$ cat config.mk
export PLATFORM = sky130hd
export DESIGN_NAME = aes_round_sequencer
export DESIGN_NICKNAME = d
export VERILOG_FILES = /design/src/rtl/aes_round_sequencer.sv
export SDC_FILE = /design/constraint.sdc
export NUM_CORES = 1
export LEC_CHECK = 0
export BUFFER_PORTS_ARGS = -buffer_cell sky130_fd_sc_hd__buf_2
export CAP_MARGIN = 20
export CORE_UTILIZATION = 30
export CTS_BUF_LIST = sky130_fd_sc_hd__clkbuf_4
export CTS_CLUSTER_DIAMETER = 50
export DETAILED_ROUTE_END_ITERATION = 7
export PLACE_DENSITY = 0.52
export SETUP_SLACK_MARGIN = 0.3
export SLEW_MARGIN = 5
export SYNTH_ARGS = -nofsm -noshare
export SYNTH_HDL_FRONTEND = slang
export SYNTH_SLANG_ARGS = --single-unit
$ cat constraint.sdc
create_clock -name clock -period 1.75 [get_ports clock]
set_clock_uncertainty 0.1 [all_clocks]
set_input_delay 0.525 -clock clock [delete_from_list [all_inputs] [get_ports clock]]
set_output_delay 0.525 -clock clock [all_outputs]
set_load 0.01 [all_outputs]
$ cat src/rtl/aes_round_sequencer.sv
// Round controller for an iterative AES-128 datapath: sequences key/round selects,
// strobes the state load, and re-runs an encryption when the sbox parity check trips.
module aes_round_sequencer #(
    parameter int MAX_RETRY  = 2,
    parameter int NUM_ROUNDS = 10
) (
    input  logic       clock,
    input  logic       reset,
    input  logic       start,
    input  logic       fault_detected,
    input  logic [3:0] fault_location,
    output logic       busy,
    output logic [3:0] key_index,
    output logic [1:0] round_sel,
    output logic       state_load,
    output logic       done,
    output logic       ct_valid,
    output logic       fault_flag,
    output logic [3:0] fault_round,
    output logic [3:0] fault_loc_q,
    output logic [2:0] retry_cnt
);

    typedef enum logic [2:0] {
        ST_IDLE  = 3'd0,
        ST_INIT  = 3'd1,
        ST_ROUND = 3'd2,
        ST_FINAL = 3'd3,
        ST_DONE  = 3'd4,
        ST_RETRY = 3'd5,
        ST_ABORT = 3'd6
    } state_t;

    localparam logic [3:0] LAST_MID_KI = 4'(NUM_ROUNDS - 1);
    localparam logic [3:0] FINAL_KI    = 4'(NUM_ROUNDS);
    localparam logic [2:0] RETRY_LIMIT = 3'(MAX_RETRY);

    state_t      state_r;
    state_t      next_state_s;

    logic        busy_r;
    logic [3:0]  key_index_r;
    logic [1:0]  round_sel_r;
    logic        state_load_r;
    logic        done_r;
    logic        ct_valid_r;
    logic        fault_flag_r;
    logic [3:0]  fault_round_r;
    logic [3:0]  fault_loc_r;
    logic [2:0]  retry_cnt_r;

    logic        busy_s;
    logic [3:0]  key_index_s;
    logic [1:0]  round_sel_s;
    logic        state_load_s;
    logic        done_s;

    logic        accept_s;
    logic        fault_seen_s;
    logic        can_retry_s;

    // Faults only count while a round is actually being computed.
    assign accept_s     = (state_r == ST_IDLE) && start;
    assign fault_seen_s = ((state_r == ST_ROUND) || (state_r == ST_FINAL)) && fault_detected;
    assign can_retry_s  = (retry_cnt_r < RETRY_LIMIT);

    // State register.
    always_ff @(posedge clock or negedge reset) begin
        if (!reset) begin
            state_r <= ST_IDLE;
        end else begin
            state_r <= next_state_s;
        end
    end

    // Next-state logic; a detected fault overrides normal round progression.
    always_comb begin
        next_state_s = ST_IDLE;
        case (state_r)
            ST_IDLE: begin
                if (start) begin
                    next_state_s = ST_INIT;
                end else begin
                    next_state_s = ST_IDLE;
                end
            end
            ST_INIT: begin
                next_state_s = ST_ROUND;
            end
            ST_ROUND: begin
                if (fault_detected) begin
                    next_state_s = can_retry_s ? ST_RETRY : ST_ABORT;
                end else if (key_index_r == LAST_MID_KI) begin
                    next_state_s = ST_FINAL;
                end else begin
                    next_state_s = ST_ROUND;
                end
            end
            ST_FINAL: begin
                if (fault_detected) begin
                    next_state_s = can_retry_s ? ST_RETRY : ST_ABORT;
                end else begin
                    next_state_s = ST_DONE;
                end
            end
            ST_DONE:  next_state_s = ST_IDLE;
            ST_RETRY: next_state_s = ST_INIT;
            ST_ABORT: next_state_s = ST_IDLE;
            default:  next_state_s = ST_IDLE;
        endcase
    end

    // Output decode for the upcoming state so the outputs can be registered in step with it.
    always_comb begin
        busy_s       = 1'b0;
        key_index_s  = 4'd0;
        round_sel_s  = 2'b00;
        state_load_s = 1'b0;
        done_s       = 1'b0;
        case (next_state_s)
            ST_INIT: begin
                busy_s       = 1'b1;
                state_load_s = 1'b1;
            end
            ST_ROUND: begin
                busy_s       = 1'b1;
                key_index_s  = key_index_r + 4'd1;
                round_sel_s  = 2'b01;
                state_load_s = 1'b1;
            end
            ST_FINAL: begin
                busy_s       = 1'b1;
                key_index_s  = FINAL_KI;
                round_sel_s  = 2'b10;
                state_load_s = 1'b1;
            end
            ST_RETRY: busy_s = 1'b1;
            ST_DONE:  done_s = 1'b1;
            ST_ABORT: done_s = 1'b1;
            default:  busy_s = 1'b0;
        endcase
    end

    // Registered datapath control outputs.
    always_ff @(posedge clock or negedge reset) begin
        if (!reset) begin
            busy_r       <= 1'b0;
            key_index_r  <= 4'd0;
            round_sel_r  <= 2'b00;
            state_load_r <= 1'b0;
            done_r       <= 1'b0;
        end else begin
            busy_r       <= busy_s;
            key_index_r  <= key_index_s;
            round_sel_r  <= round_sel_s;
            state_load_r <= state_load_s;
            done_r       <= done_s;
        end
    end

    // Completion status and fault capture; cleared when a new operation is accepted.
    always_ff @(posedge clock or negedge reset) begin
        if (!reset) begin
            ct_valid_r    <= 1'b0;
            fault_flag_r  <= 1'b0;
            fault_round_r <= 4'd0;
            fault_loc_r   <= 4'd0;
            retry_cnt_r   <= 3'd0;
        end else if (accept_s) begin
            ct_valid_r    <= 1'b0;
            fault_flag_r  <= 1'b0;
            fault_round_r <= 4'd0;
            fault_loc_r   <= 4'd0;
            retry_cnt_r   <= 3'd0;
        end else begin
            if (next_state_s == ST_DONE) begin
                ct_valid_r <= 1'b1;
            end
            if (next_state_s == ST_ABORT) begin
                fault_flag_r <= 1'b1;
            end
            if (fault_seen_s) begin
                fault_round_r <= key_index_r;
                fault_loc_r   <= fault_location;
                if (can_retry_s) begin
                    retry_cnt_r <= retry_cnt_r + 3'd1;
                end
            end
        end
    end

    assign busy        = busy_r;
    assign key_index   = key_index_r;
    assign round_sel   = round_sel_r;
    assign state_load  = state_load_r;
    assign done        = done_r;
    assign ct_valid    = ct_valid_r;
    assign fault_flag  = fault_flag_r;
    assign fault_round = fault_round_r;
    assign fault_loc_q = fault_loc_r;
    assign retry_cnt   = retry_cnt_r;

endmodule

## After elaboration in Yosys (flattened, before gate mapping)

Cells that the tools add are included.

| storage, ports and cells | value |
|---|---|
| flip-flop bits (word level) | 25 |
| bits of input ports | 8 |
| output and inout port bits | 22 |

| operators by class | value |
|---|---|
| add/subtract/negate cells | 2 |
| order comparisons | 1 |
| equal/unequal tests | 11 |
| multiplexer cells | 22 |
| reductions and logical operators | 12 |

Operators with widths:

| cell | count |
|---|---|
| two-way mux 4 bit | 4 |
| one-hot mux 3 bit (5 select lines) | 1 |
| == test 3 x 2 -> 1 bit (second input constant) | 4 |
| == test 3 bit (second input constant) | 4 |
| two-way mux 3 bit | 4 |
| two-way mux 1 bit | 9 |
| one-hot mux 4 bit (2 select lines) | 1 |
| nonzero test 2 bit | 4 |
| == test 3 x 1 -> 1 bit (second input constant) | 2 |
| adder 4 x 1 -> 4 bit (second input constant) | 1 |
| == test 4 bit (second input constant) | 1 |
| two-way mux 2 bit | 2 |
| one-hot mux 2 bit (2 select lines) | 1 |
| OR reduction 4 bit | 1 |
| adder 3 x 1 -> 3 bit (second input constant) | 1 |
| logical NOT 3 bit | 1 |
| less-than comparator 3 x 2 -> 1 bit (second input constant) | 1 |
| OR reduction 3 bit | 1 |
| logical AND 1 bit | 2 |
| AND reduction 2 bit | 1 |
| OR reduction 2 bit | 1 |
| logical OR 1 bit | 1 |

## Logic depth before layout (Yosys ltp)

Gate-level depths: netlist of run 1.

| logic depth | value |
|---|---|
| depth in word-level cells | 7 |
| gate-level depth with buffers | 7 |
| mapped depth without buffers | 7 |

## Worst setup path after synthesis of run 1

Ideal clock, no wire load.

| timing path | value |
|---|---|
| kind | input -> register |
| from | input fault_detected |
| to | register key_index_r[1], in the netlist key_index[1] |
| library setup time | 0.119 ns |
| arrival | 1.356 ns |
| setup slack | 0.176 ns |
| cell stages on the path | 5 |
| path buffers | 0 |
| path through | and3b_4 > and3_4 > nor3_2 > inv_2 > o21a_1 |

| on the way | value |
|---|---|
| cells in the longest elaborated chain, start to end | 4 |
| elaborated cells on any way between the ends | 6 |
| those cells by class | eq/ne: 2; mux: 4 |

Ends and longest elaborated chain:

| element | line | source |
|---|---|---|
| start: declaration | 10 | `input logic fault_detected,` |
| two-way mux 2 bit / two-way mux 3 bit (equally long branches) | 100, 91 |  |
| one-hot mux 3 bit (5 select lines) (*) | 79 | `case (state_r)` |
| net next_state_s[0] | 39 | `state_t next_state_s;` |
| == test 3 x 2 -> 1 bit | 120 | `case (next_state_s)` |
| one-hot mux 4 bit (2 select lines) (*) | 120 |  |
| net key_index_s[1] | 53 | `logic [3:0] key_index_s;` |
| end signal: assignment | 154 | `key_index_r <= key_index_s;` |
| end: declaration | 42 | `logic [3:0] key_index_r;` |

The timed path passes the listed nets; every way through them passes the cells marked *.
A chain may end at the register's enable or synchronous reset.

## Worst setup path after layout of run 1

| timing path | value |
|---|---|
| from | register key_index_r[0], in the netlist key_index[0] |
| to | output key_index[0] |

RTL lines:

| element | line | source |
|---|---|---|
| end: declaration | 13 | `output logic [3:0] key_index,` |

No word-level cell between the ends.

==> metrics.yaml, run 1 <==
layout:
  areaGrowthSynthToFinish_pct: 44.3
  design.final.nets: 163
  antennaDiodeCount: 0
  multiInputGateArea_um2: 445
  finish.instance_area_mm2: 0.00155
  stdcell_count: 197
  area.sequential_um2: 629
  share_of_post_route_cells_with_drive_strength_above_1_pct: 49.0
  n_fill_cell: 325
  final_util_pct: 45.8
synth:
  synthesis.instances: 93
  netlist-cell-type-count: 29
  postSynthRegisterBits: 25
  yosysTopAreaCellShare_pct: 58.1
  synth-edff-count: 0
  net_count_synth: 104
  synth.largest_area_cell: "sky130_fd_sc_hd__dfrtp_1"
  synth.most_common_cell: "sky130_fd_sc_hd__dfrtp_1"
  yosys_warnings: 0
  syn_area_per_cell_um2: 11.6
  ys_async_sr_fraction_pct: 100
  cell_types_occupying_the_most_area_after_synthesis: "sky130_fd_sc_hd__dfrtp_1, sky130_fd_sc_hd__a22o_1, sky130_fd_sc_hd__nor3_2"
  netlist_area_mm2: 0.00108
  synthFlopType: "sky130_fd_sc_hd__dfrtp_1"
  synth.yosys.seq_area_share_pct: 58.1
  yosys-top-cells-count: "sky130_fd_sc_hd__dfrtp_1, sky130_fd_sc_hd__nor2_1, sky130_fd_sc_hd__a22o_1"
critical_path:
  setup.worst_path.end_class: "output pin"
  critical-path-top-delay-family: "flip-flops"
  cp_cell_sequence: "buf_6, buf_6"
  worst_ep_required_time_ns: 1.12
  timing.critical_path.arrival_ns: 0.98
  critPathBufInv: 2
  crit_path_start_kind: "flop"
  crit_path_top_delay_cell: "sky130_fd_sc_hd__dfrtp_1"
  critPathMaxStageDelay_ns: 0.42
  worst_setup_path_category: "flop to output pin"
  worst_path_most_repeated_cell: "sky130_fd_sc_hd__buf_6"
  crit_fanout: 2
sta:
  period_minus_ws_final_ns: 1.60
  report.final.hold_viol_count: 0
  rsz0062_at_grt: "yes"
  maxSlewHeadroom_pct: 63.3
  clock.fmax_mhz: 624
  fin_ws_ns: 0.147
  period_share_pct: 91.6
  fin_setup_tns_ns: 0
  max_slew.worst_pin.slew_ns: 0.550
  timing_max_transition_violations_final: 0
  setup_viol: 0
hold_path:
  holdCritPathClass: "primary input to asynchronous set/reset pin"
clocking:
  clock_latency_ns: 0.32
  cts_made_buffers: 3
  clock_tree.buffer_depth: 2
  clock_slew_at_reported_path_ffs_ns: 0.14
  clock-root-buffer: "sky130_fd_sc_hd__clkbuf_4"
  cts.sink_count: 25
  cts_max_level: 1
  tritoncts: "built"
placed_design:
  post_detailed_placement_cell_area_mm2: 0.00131
  placed_cells: 169
  port_buffers: 29
  post-place-ws_ns: 0.0681
  gp_routability_congestion: 0.760
  post-dp-hpwl_um: 1590
detailed_routing:
  dr.pass1.iters: 4
  count_of_routing_violations_after_the_opening_detailed_route_iteration: 28
  postRouteAntennaNets: 0
  vias: 889
  routed_wirelength_um: 2440
  detail_route.wl_per_cell_um: 12.4
  viasPerCell: 4.51
  drc_errors: 0
die:
  initial_utilization_pct: 31.8
  top_level_ports: 30
  num_rows: 21
  die_outline_area_mm2: 0.00383
  die_y_um: 61.9
  core_region_area_mm2: 0.00339
  fp.dieW_um: 61.9
run_status:
  run_status: "completed"
global_route:
  grt_use_total_pct: 14.0
  initial_antenna_violation_count: 0
  grt_remaining_overflow: 0
  grt_first_pass_wirelength_um: 3730
  vias_in_the_first_global_route: 793
  grt_start_max_net_pins: 26
power_and_ir_drop:
  p_leak_uw: 0.000802
  ir_worst_vdd_mv: 0.461
  power_density_mw_per_mm2: 1520
run:
  timing.max_cap.violations: 0
[flip-flops by register name (all words and copies together) (netlist names)]
signal,cells
done,1
fault_loc_q,4
state_load,1
state_r,3
fault_flag,1
ct_valid,1
round_sel,2
key_index,4
retry_cnt,3
fault_round,4
busy,1
[power by group]
part           leakage [uW]  internal [uW]  total (uW)  switching [uW]
clock             0.0000177           85.5         263             177
sequential         0.000328            774         883             109
combinational      0.000456            616        1210             593
total              0.000802           1480        2360             880
[stage by stage]
stage               hold slack [ns]  total power (uW)
floorplan                     0.129              1490
global placement              0.381              1780
detailed placement            0.387              1800
CTS                          0.0890              2250
global route                 0.0996              2540
finish                       0.0705              2360
[cells in the final DEF, fill, tap and decap left out]
cell	n
sky130_fd_sc_hd__buf_2	27
sky130_fd_sc_hd__buf_4	26
sky130_fd_sc_hd__dfrtp_1	22
sky130_fd_sc_hd__nor2_1	9
sky130_fd_sc_hd__a22o_1	7
sky130_fd_sc_hd__o21ai_0	6
sky130_fd_sc_hd__inv_1	4
sky130_fd_sc_hd__buf_6	4
sky130_fd_sc_hd__nand2b_1	3
sky130_fd_sc_hd__a21oi_1	3
sky130_fd_sc_hd__nand2_1	3
sky130_fd_sc_hd__ha_1	3
sky130_fd_sc_hd__clkbuf_4	3
sky130_fd_sc_hd__dfrtp_2	3
sky130_fd_sc_hd__o21a_1	2
sky130_fd_sc_hd__nor3_4	2
sky130_fd_sc_hd__xnor2_1	2
sky130_fd_sc_hd__nor3_2	2
sky130_fd_sc_hd__a31oi_1	2
sky130_fd_sc_hd__and3b_4	1
sky130_fd_sc_hd__and3_4	1
sky130_fd_sc_hd__nand3b_1	1
sky130_fd_sc_hd__nor4_4	1
sky130_fd_sc_hd__or3b_1	1
sky130_fd_sc_hd__a21oi_2	1
sky130_fd_sc_hd__inv_2	1
sky130_fd_sc_hd__nand3_1	1
sky130_fd_sc_hd__xor2_1	1
sky130_fd_sc_hd__a21o_1	1
sky130_fd_sc_hd__and3_1	1
sky130_fd_sc_hd__o22ai_1	1
sky130_fd_sc_hd__nor2b_1	1
sky130_fd_sc_hd__o32ai_1	1
sky130_fd_sc_hd__nor3_1	1
sky130_fd_sc_hd__nor2_2	1
sky130_fd_sc_hd__mux2i_1	1
sky130_fd_sc_hd__clkinv_2	1
[area by class of cell]
class                      count  share of cell area (%)
sequential                    25                    40.5
multi-input combinational     60                    28.7
timing repair buffer          57                    24.2
tap                           46                    3.70
clock buffer                   3                    1.45
inverter                       5                    1.21
clock inverter                 1                   0.322
[logic make-up after synthesis]
group           synth area share [%]
compound gates                  15.0
xor+xnor                        2.44
fa+ha+maj                       3.48
buf+inv                         3.13
flops                           58.1
mux                            0.929
simple gates                    17.0
[routing by layer]
layer  GRT usage, %  wire, um
met3           2.48        52
met2           21.5      1220
met4           6.67        15
met1           19.1      1150
met5              0         0
[worst paths after layout]
path / end / slack [ns] / from / depth (start not counted)
worst max-delay path: key_index[0] / 0.15 / key_index[0]$_DFF_PN0_ / 2
worst min-delay path: round_sel[1]$_DFF_PN0_ / 0.07 / reset / 1
worst max register to register: key_index[1]$_DFF_PN0_ / 0.23 / key_index[0]$_DFF_PN0_ / 7
worst min register to register: fault_flag$_DFFE_PN0P_ / 0.42 / fault_flag$_DFFE_PN0P_ / 2
max in group asynchronous: state_r[2]$_DFF_PN0_ / 1.09 / reset / 1
min in group clock: fault_loc_q[0]$_DFFE_PN0P_ / 0.31 / fault_location[0] / 2
[repair_timing]
item	in CTS	in global routing
cloned	0	0
setup endpoints to repair	35	34
resized for setup	6	4
hold buffers	0	0
setup buffers	14	10
pin swaps	5	1
Power figures use the tool's default switching activity.
==> run 2: changes to the inputs <==
--- a/config.mk
+++ b/config.mk
@@ -7,6 +7,7 @@
 export LEC_CHECK = 0
 export BUFFER_PORTS_ARGS = -buffer_cell sky130_fd_sc_hd__buf_2
 export CAP_MARGIN = 20
+export CORE_MARGIN = 2
 export CORE_UTILIZATION = 30
 export CTS_BUF_LIST = sky130_fd_sc_hd__clkbuf_4
 export CTS_CLUSTER_DIAMETER = 50
==> metrics.yaml, run 2 (synthesis gave the netlist of run 1 again) <==
run_status:
  run_status: "completed"
global_route:
  grt_start_max_net_pins: 26
  grt_use_total_pct: 13.2
  grt_remaining_overflow: 0
  grt_first_pass_wirelength_um: 4190
  vias_in_the_first_global_route: 856
  initial_antenna_violation_count: 0
sta:
  whs_ns: 0.0785
  timing_max_transition_violations_final: 0
  rsz0062_at_grt: "yes"
  period_share_pct: 90.5
  fin_ws_ns: 0.166
  setup_viol: 0
  clock.fmax_mhz: 631
  fin_setup_tns_ns: 0
  maxSlewHeadroom_pct: 63.0
  max_slew.worst_pin.slew_ns: 0.555
  period_minus_ws_final_ns: 1.58
  report.final.hold_viol_count: 0
layout:
  areaGrowthSynthToFinish_pct: 42.9
  share_of_post_route_cells_with_drive_strength_above_1_pct: 49.7
  final_cell_mix: "sky130_fd_sc_hd__buf_2, sky130_fd_sc_hd__buf_4, sky130_fd_sc_hd__dfrtp_1"
  design.final.nets: 161
  n_fill_cell: 332
  final_util_pct: 45.4
  layout_commonest_cell: "sky130_fd_sc_hd__buf_2"
  antennaDiodeCount: 0
power_and_ir_drop:
  power_density_mw_per_mm2: 1510
  p_leak_uw: 0.000790
  ir_worst_vdd_mv: 0.447
  power_uw: 2320
critical_path:
  cp_cell_sequence: "buf_6, buf_6"
  crit_fanout: 2
  critPathMaxStageDelay_ns: 0.41
  worst_setup_path_category: "flop to output pin"
  worst_path_most_repeated_cell: "sky130_fd_sc_hd__buf_6"
  timing.critical_path.arrival_ns: 0.96
  crit_path_top_delay_cell: "sky130_fd_sc_hd__dfrtp_1"
  setup.worst_path.end_class: "output pin"
  worst_ep_required_time_ns: 1.12
  crit_path_start_kind: "flop"
die:
  die_outline_area_mm2: 0.00409
  core_region_area_mm2: 0.00339
  die_y_um: 63.9
  fp.dieW_um: 63.9
  top_level_ports: 30
  num_rows: 21
  initial_utilization_pct: 31.8
detailed_routing:
  postRouteAntennaNets: 0
  detail_route.wl_per_cell_um: 12.5
  dr.pass1.iters: 4
  vias: 896
  viasPerCell: 4.59
  drc_errors: 0
  count_of_routing_violations_after_the_opening_detailed_route_iteration: 19
  routed_wirelength_um: 2440
run:
  timing.max_cap.violations: 0
clocking:
  clock_tree.buffer_depth: 2
  clock-root-buffer: "sky130_fd_sc_hd__clkbuf_4"
  clock_latency_ns: 0.31
  clock_slew_at_reported_path_ffs_ns: 0.14
  tritoncts: "built"
  cts.sink_count: 25
  cts_max_level: 1
  cts_made_buffers: 3
  cts_hold_buf: 0
hold_path:
  holdCritPathClass: "primary input to asynchronous set/reset pin"
placed_design:
  port_buffers: 29
  post-dp-hpwl_um: 1620
  gp_routability_congestion: 0.816
  post-place-ws_ns: 0.0542
run 2: worst max-delay path: cells and delay by family (launching register included):
family / cells / cell delay [ns]
buf+inv: 2 / 0.23
flops: 1 / 0.41
run 2: where the power goes:
group,switching (uW),internal [uW]
registers,110,772
clock network,171,85.4
logic,594,585
run 2: metrics by stage:
stage / instances / area (um^2)
after detailed placement: 170 / 1310
after global placement: 170 / 1310
after global routing: 195 / 1540
final: 195 / 1540
after floorplan: 93 / 1090
after CTS: 189 / 1480
run 2: layer usage:
layer	routed length, um	vias to the layer above	GRT usage, %	share of wire [%]
li1	-	437	-	-
met1	1130	442	17.4	46
met2	1220	15	21.9	50
met3	74	2	2.11	3.0
met4	15	0	4.89	0.61
met5	0	-	0	0
run 2: layout make-up:
cell class / instances / area [um^2] / area share (%)
flip-flops and latches: 25 / 629 / 40.9
clock buffers: 3 / 22.5 / 1.46
inverters: 5 / 18.8 / 1.22
multi-input cells: 60 / 445 / 28.9
repair buffers: 55 / 360 / 23.4
well taps: 46 / 57.6 / 3.74
clock inverters: 1 / 5.00 / 0.325
run 2: worst paths after layout:
kind | from | end | slack [ns] | depth (start not counted)
max in group asynchronous | reset | state_r[2]$_DFF_PN0_ | 1.08 | 1
setup reg to reg | key_index[0]$_DFF_PN0_ | key_index[1]$_DFF_PN0_ | 0.17 | 7
hold reg to reg | fault_round[3]$_DFFE_PN0P_ | fault_round[3]$_DFFE_PN0P_ | 0.41 | 1
hold / removal | reset | fault_loc_q[0]$_DFFE_PN0P_ | 0.08 | 1
min in group clock | fault_location[2] | fault_loc_q[2]$_DFFE_PN0P_ | 0.32 | 2
setup / recovery | key_index[0]$_DFF_PN0_ | key_index[0] | 0.17 | 2
run 2: repair_timing:
item / in CTS / in global routing
gates resized for setup: 7 / 4
buffers inserted: 15 / 6
endpoints found under the setup margin: 35 / 36
pin swaps: 4 / 4
